$ cat src/rtl/frame_bank_scheduler.sv
// frame_bank_scheduler: triple-buffer bank scheduler between the camera word
// stream and the frame-buffer RAM. Writes incoming words into bank W and
// exposes bank R to the display. Banks swap only at frame boundaries, so the
// display never shows a torn frame.
// Optional macro FRAME_SCHED_STATS_EN adds frames_done, frames_trunc and
// frames_repeat counters.
module frame_bank_scheduler #(
    parameter int FRAME_WORDS = 76800,
    parameter int ADDR_W      = 17,
    parameter int DATA_W      = 32
) (
    input  logic              clk,
    input  logic              reset,
    input  logic              wr_frame_start,
    input  logic              wr_frame_end,
    input  logic              wr_valid,
    input  logic [DATA_W-1:0] wr_data,
    input  logic              rd_frame_start,
    output logic              ram_we,
    output logic [1:0]        ram_wr_bank,
    output logic [ADDR_W-1:0] ram_wr_addr,
    output logic [DATA_W-1:0] ram_wr_data,
    output logic [1:0]        rd_bank,
    output logic              frame_ready,
    output logic              overflow
`ifdef FRAME_SCHED_STATS_EN
    ,
    output logic [15:0]       frames_done,
    output logic [15:0]       frames_trunc,
    output logic [15:0]       frames_repeat
`endif
);

    // One extra bit so the counter can hold FRAME_WORDS itself.
    localparam int CNT_W = ADDR_W + 1;
    localparam logic [CNT_W-1:0] FULL = CNT_W'(FRAME_WORDS);

    typedef enum logic {
        IDLE   = 1'b0,
        ACTIVE = 1'b1
    } state_t;

    state_t           state;
    state_t           state_nxt;
    logic [CNT_W-1:0] wcnt;
    logic [CNT_W-1:0] wcnt_nxt;
    logic             accept;
    logic             drop;
    logic             complete;
    logic             trunc;

    logic [1:0] w_bank;
    logic [1:0] r_bank;
    logic [1:0] l_bank;
    logic       l_valid;
    logic [1:0] w_bank_nxt;
    logic [1:0] r_bank_nxt;
    logic [1:0] l_bank_nxt;
    logic       l_valid_nxt;
    logic       repeat_rd;

    // Writer FSM state register.
    always_ff @(posedge clk) begin
        if (reset) state <= IDLE;
        else       state <= state_nxt;
    end

    // Writer FSM next-state: a start always (re)enters ACTIVE, an end leaves it.
    always_comb begin
        state_nxt = state;
        case (state)
            IDLE:    if (wr_frame_start) state_nxt = ACTIVE;
            ACTIVE: begin
                if (wr_frame_start)    state_nxt = ACTIVE;
                else if (wr_frame_end) state_nxt = IDLE;
            end
            default: state_nxt = IDLE;
        endcase
    end

    // Writer FSM outputs: word accept/drop and the frame-end verdict. A word
    // arriving with the end pulse is counted before completion is judged.
    always_comb begin
        accept   = 1'b0;
        drop     = 1'b0;
        complete = 1'b0;
        trunc    = 1'b0;
        wcnt_nxt = wcnt;
        case (state)
            IDLE: begin
                if (wr_frame_start) wcnt_nxt = '0;
            end
            ACTIVE: begin
                if (wr_frame_start) begin
                    trunc    = 1'b1;
                    wcnt_nxt = '0;
                end else begin
                    if (wr_valid) begin
                        if (wcnt < FULL) accept = 1'b1;
                        else             drop   = 1'b1;
                    end
                    wcnt_nxt = wcnt + CNT_W'(accept);
                    if (wr_frame_end) begin
                        if (wcnt_nxt == FULL) complete = 1'b1;
                        else                  trunc    = 1'b1;
                    end
                end
            end
            default: ;
        endcase
    end

    // Bank rotation: completion is applied first, then the display swap sees
    // the freshly completed bank.
    always_comb begin
        w_bank_nxt  = w_bank;
        r_bank_nxt  = r_bank;
        l_bank_nxt  = l_bank;
        l_valid_nxt = l_valid;
        repeat_rd   = 1'b0;
        if (complete) begin
            l_bank_nxt  = w_bank;
            l_valid_nxt = 1'b1;
            // The three banks sum to 3, so this is the one neither R nor W.
            w_bank_nxt  = 2'd3 - r_bank - w_bank;
        end
        if (rd_frame_start) begin
            if (l_valid_nxt) begin
                r_bank_nxt  = l_bank_nxt;
                l_bank_nxt  = r_bank;
                l_valid_nxt = 1'b0;
            end else begin
                repeat_rd = 1'b1;
            end
        end
    end

    // Word counter and bank registers.
    always_ff @(posedge clk) begin
        if (reset) begin
            wcnt    <= '0;
            w_bank  <= 2'd0;
            r_bank  <= 2'd1;
            l_bank  <= 2'd2;
            l_valid <= 1'b0;
        end else begin
            wcnt    <= wcnt_nxt;
            w_bank  <= w_bank_nxt;
            r_bank  <= r_bank_nxt;
            l_bank  <= l_bank_nxt;
            l_valid <= l_valid_nxt;
        end
    end

    // RAM port A: one-cycle registered copy of each accepted word.
    always_ff @(posedge clk) begin
        if (reset) begin
            ram_we      <= 1'b0;
            ram_wr_bank <= 2'd0;
            ram_wr_addr <= '0;
            ram_wr_data <= '0;
        end else begin
            ram_we <= accept;
            if (accept) begin
                ram_wr_bank <= w_bank;
                ram_wr_addr <= wcnt[ADDR_W-1:0];
                ram_wr_data <= wr_data;
            end
        end
    end

    // Sticky overflow flag for words beyond a full frame.
    always_ff @(posedge clk) begin
        if (reset)     overflow <= 1'b0;
        else if (drop) overflow <= 1'b1;
    end

    assign rd_bank     = r_bank;
    assign frame_ready = l_valid;

`ifdef FRAME_SCHED_STATS_EN
    // Wrapping frame statistics.
    always_ff @(posedge clk) begin
        if (reset) begin
            frames_done   <= '0;
            frames_trunc  <= '0;
            frames_repeat <= '0;
        end else begin
            if (complete)  frames_done   <= frames_done + 16'd1;
            if (trunc)     frames_trunc  <= frames_trunc + 16'd1;
            if (repeat_rd) frames_repeat <= frames_repeat + 16'd1;
        end
    end
`endif

endmodule

$ cat config.mk
export PLATFORM = sky130hd
export DESIGN_NAME = frame_bank_scheduler
export DESIGN_NICKNAME = d
export VERILOG_FILES = /design/src/rtl/frame_bank_scheduler.sv
export SDC_FILE = /design/constraint.sdc
export NUM_CORES = 1
export LEC_CHECK = 0
export ABC_AREA = 1
export BUFFER_PORTS_ARGS = -buffer_cell sky130_fd_sc_hd__buf_2
export CORE_ASPECT_RATIO = 1.5
export CORE_MARGIN = 2
export CORE_UTILIZATION = 44
export CTS_CLUSTER_SIZE = 28
export DETAILED_ROUTE_END_ITERATION = 10
export GPL_TIMING_DRIVEN = 0
export PLACE_DENSITY = 0.77
export SYNTH_ARGS = -nofsm -noshare
export SYNTH_HDL_FRONTEND = slang
export SYNTH_SLANG_ARGS = --single-unit
export TNS_END_PERCENT = 20
$ cat constraint.sdc
create_clock -name clk -period 5.1 [get_ports clk]
set_input_delay 0 -clock clk [delete_from_list [all_inputs] [get_ports clk]]
set_output_delay 0 -clock clk [all_outputs]
set_load 0.1 [all_outputs]
==> flow_metrics.env <==
export IMPL_worst_r2r_path_depth=21
export IMPL_synth_cells=497
export IMPL_cpMostUsedCell="nand2_1"
export IMPL_clockRootBuffer="clkbuf_16"
export IMPL_crit_family="simple AND/OR/NAND/NOR gates"
export IMPL_avgRoutedWirePerCell_um=14.42
export IMPL_synth_seq_cells=79
export IMPL_cts_buffer_depth=2
export IMPL_worst_pin_slew_ns=0.6754
export IMPL_setup_viol=0
export IMPL_syn_nets=538
export IMPL_firstDrtPassIters=5
export IMPL_skew_ns=0.006241
export IMPL_hpwl_um=7116
export IMPL_fin_crit_ns=3.887
export IMPL_endpoint_kind="flip-flop"
export IMPL_slew_viol_final=0
export IMPL_hold_viol=0
export IMPL_mostFrequentLayoutCell="nand2_1"
export IMPL_viasPerCell=5.214
export IMPL_finalWeightedCongestion=0.8879
export IMPL_final_nets=678
export IMPL_slew_limit_headroom_pct=54.98
export IMPL_grt_max_degree=14
export IMPL_grtUsageMet2_pct=44.68
export IMPL_crit_path_top_delay_cell="clkbuf_1"
export IMPL_synth_area_um2=3522
export IMPL_post_cts_setup_buffers=0
export IMPL_drc=0
export IMPL_synth_area_mux_share_pct=0
export IMPL_crit_buf_inv=1
export IMPL_vias=3895
export IMPL_fin_ws_ns=1.213
export IMPL_drive_gt1_share_pct=20.09
export IMPL_max_freq_mhz=257.3
export IMPL_core_area_um2=7908
export IMPL_synth_area_leader_cell="dfxtp_1"
export IMPL_startpoint="wcnt[15]$_SDFFE_PP0P_"
export IMPL_multiInputGateArea_um2=1725
export IMPL_cts_sinks=79
export IMPL_timing_final_crit_share_pct=76.21
export IMPL_synth_top_family_by_area="simple AND/OR/NAND/NOR gates"
export IMPL_synth_compound_gate_area_share_pct=12.08
export IMPL_die_w_um=77.05
export IMPL_antenna_found_initial=0
export IMPL_synth_simple_area_share_pct=35.35
export IMPL_synth_fa_ha_area_share_pct=1.066
export IMPL_crit_end="rd_bank[0]$_SDFFE_PP1P_"
export IMPL_p_per_area_nw_per_um2=285.4
export IMPL_r2r_end="rd_bank[0]$_SDFFE_PP1P_"
export IMPL_grt_pass1_wl_um=17340
export IMPL_ys_types=28
export IMPL_hp_class="primary input to flip-flop"
export IMPL_clk_pin_slew_ns=0.06
export IMPL_final_cell_mix="nand2_1 (145), buf_2 (94), dfxtp_1 (79)"
export IMPL_rsz0062_at_grt="false"
export IMPL_critPathMaxFanout=10
export IMPL_io_buffer_count=93
export IMPL_drt_wl_total_um=10770
export IMPL_clock_latency_ns=0.33
export IMPL_grt_pass1_vias=3794
export IMPL_row_count=40
export IMPL_r2r_start="wcnt[15]$_SDFFE_PP0P_"
export IMPL_drtIter0Drc=211
export IMPL_grt_usage_pct=24.90
export IMPL_synth_area_leaders="dfxtp_1 (45%), nand2_1 (15%), nand3_1 (11%)"
export IMPL_crit_type="flip-flop to flip-flop"
export IMPL_die_y_um=113.6
export IMPL_timing_max_cap_violations=0
export IMPL_finalSetupTns_ns=0
export IMPL_fillCellCount=709
export IMPL_critPathLaunchType="flip-flop"
export IMPL_synth_top_area_share_pct=44.90
export IMPL_worstPathArrival_ns=4.10
export IMPL_antenna_left=0
export IMPL_synthXorXnorAreaFrac_pct=0.4973
export IMPL_path_cells="nor2_1 > o211ai_1 > nand2_1 > nand2_1 > nor2_1 > clkbuf_1 > ha_1 > ha_1 > nand3_1 > nor2_1 > nand2_1 > nand2_1 > nand2_1 > nor2_2 > nand2_1 > nor2_2 > nand2_4 > nand2_2 > nand2_2 > a21oi_1 > nand2_1"
export IMPL_post_place_ws_ns=1.340
export IMPL_antenna_cells=0
export IMPL_regArea_um2=1582
export IMPL_area_growth_pct=34.74
export IMPL_slowest_delay_ns=0.49
export IMPL_grt_busiest_layer="met2"
export IMPL_cts_tree="built"
export IMPL_dieArea_um2=8751
export IMPL_use_met3_pct=5.775
export IMPL_syn_area_per_cell_um2=7.087
export IMPL_synth_warnings=0
export IMPL_grt_util_met1_pct=26.20
export IMPL_ir_drop_uv=255.1
export IMPL_grt_overflow=0
export IMPL_crit_cells=21
export IMPL_cts_made_buffers=9
export IMPL_cellLeakagePower_nw=1.965
export IMPL_synth_seq_area_share_pct=44.90
export IMPL_io_pins=94
export IMPL_rrSetupSlack_ns=1.21
export IMPL_total_power_mw=1.355
export IMPL_status="completed"
export IMPL_htree_levels=3
export IMPL_cp_required_ns=5.32
export IMPL_initial_core_util_pct=44.54
[metal layers]
| layer | routed length (um) | part of all wire, % | vias to the layer above |
|---|---|---|---|
| li1 | - | - | 1917 |
| met2 | 5564 | 52 | 136 |
| met3 | 510 | 4.7 | 47 |
| met5 | 0 | 0 | - |
| met1 | 4156 | 39 | 1795 |
| met4 | 541 | 5.0 | 0 |
[registers in the layout, summed over array words and instances (netlist names)]
register     cells
ram_wr_addr     17
wcnt            18
rd_bank          2
ram_wr_bank      2
state            1
ram_wr_data     32
w_bank           2
overflow         1
frame_ready      1
l_bank           2
ram_we           1
[area by class of cell]
class | instances | share of cell area, %
multi-input combinational | 361 | 36.36
sequential | 79 | 33.32
timing repair buffer | 129 | 17.40
clock buffer | 11 | 4.904
tap | 105 | 2.768
inverter | 30 | 2.373
buffer | 27 | 2.162
clock inverter | 5 | 0.7118
[report_power, final]
| group | leakage, nW | switching [mW] | total (mW) | internal, mW |
|---|---|---|---|---|
| sequential | 0.638 | 0.00410 | 0.628 | 0.624 |
| clock | 0.126 | 0.255 | 0.585 | 0.330 |
| combinational | 1.20 | 0.0980 | 0.141 | 0.0431 |
[worst min-delay path by stage]
stage | to | cells past startpoint | startpoint
after global placement | wcnt[1]$_SDFFE_PP0P_ | 2 | wr_frame_start
after global routing | state$_SDFF_PP0_ | 4 | wr_frame_end
after floorplan | wcnt[1]$_SDFFE_PP0P_ | 1 | wr_frame_start
final | state$_SDFF_PP0_ | 4 | wr_frame_end
after detailed placement | wcnt[1]$_SDFFE_PP0P_ | 2 | wr_frame_start
after CTS | state$_SDFF_PP0_ | 4 | wr_frame_end
[Yosys cell counts]
cell / number
buf_2: 1
nor2_1: 27
nand2_4: 1
o21bai_1: 3
nand3_1: 76
nor4_1: 1
nand4_1: 6
nand3_2: 1
nand2_2: 7
clkbuf_1: 26
nor2_4: 4
o21ai_1: 1
o211ai_1: 1
xnor2_1: 1
nor3_4: 1
a21oi_1: 69
ha_1: 3
xor2_1: 1
a31oi_1: 2
nand3b_1: 1
a21oi_4: 1
nor3_1: 2
o21bai_2: 1
dfxtp_1: 79
nor2_2: 5
o21ai_0: 1
nand2_1: 145
inv_1: 30
[stage by stage]
stage	cell area [um^2]	utilization [%]	hold WS, ns	std cells
2_1_floorplan	3522	-	0.07851	497
3_3_place_gp	4119	52.09	0.2163	695
3_5_place_dp	4119	52.09	0.2193	695
4_1_cts	4746	60.02	0.009159	747
5_1_grt	4746	60.02	0.04464	747
6_report	4746	60.02	0.01417	747
[timing repair]
action | 4_1_cts | 5_1_grt
endpoints found under the hold margin | 36 | 0
hold buffers | 36 | 0
resized for setup | 0 | 0
[kinds of logic after synthesis]
kind of cell	Yosys count
AOI/OAI and AO/OA	79
xor gates and xnor gates	2
adders and majority gates	3
buffers and inverters	57
DFF	79
and+or+nand+nor	277
[tightest hold or removal path, cell delays in order]
cell and delay [ns]:
buf_2 0.08, inv_1 0.03, nor2_1 0.13, nor3_1 0.06
(Power assumes the default switching activity.)
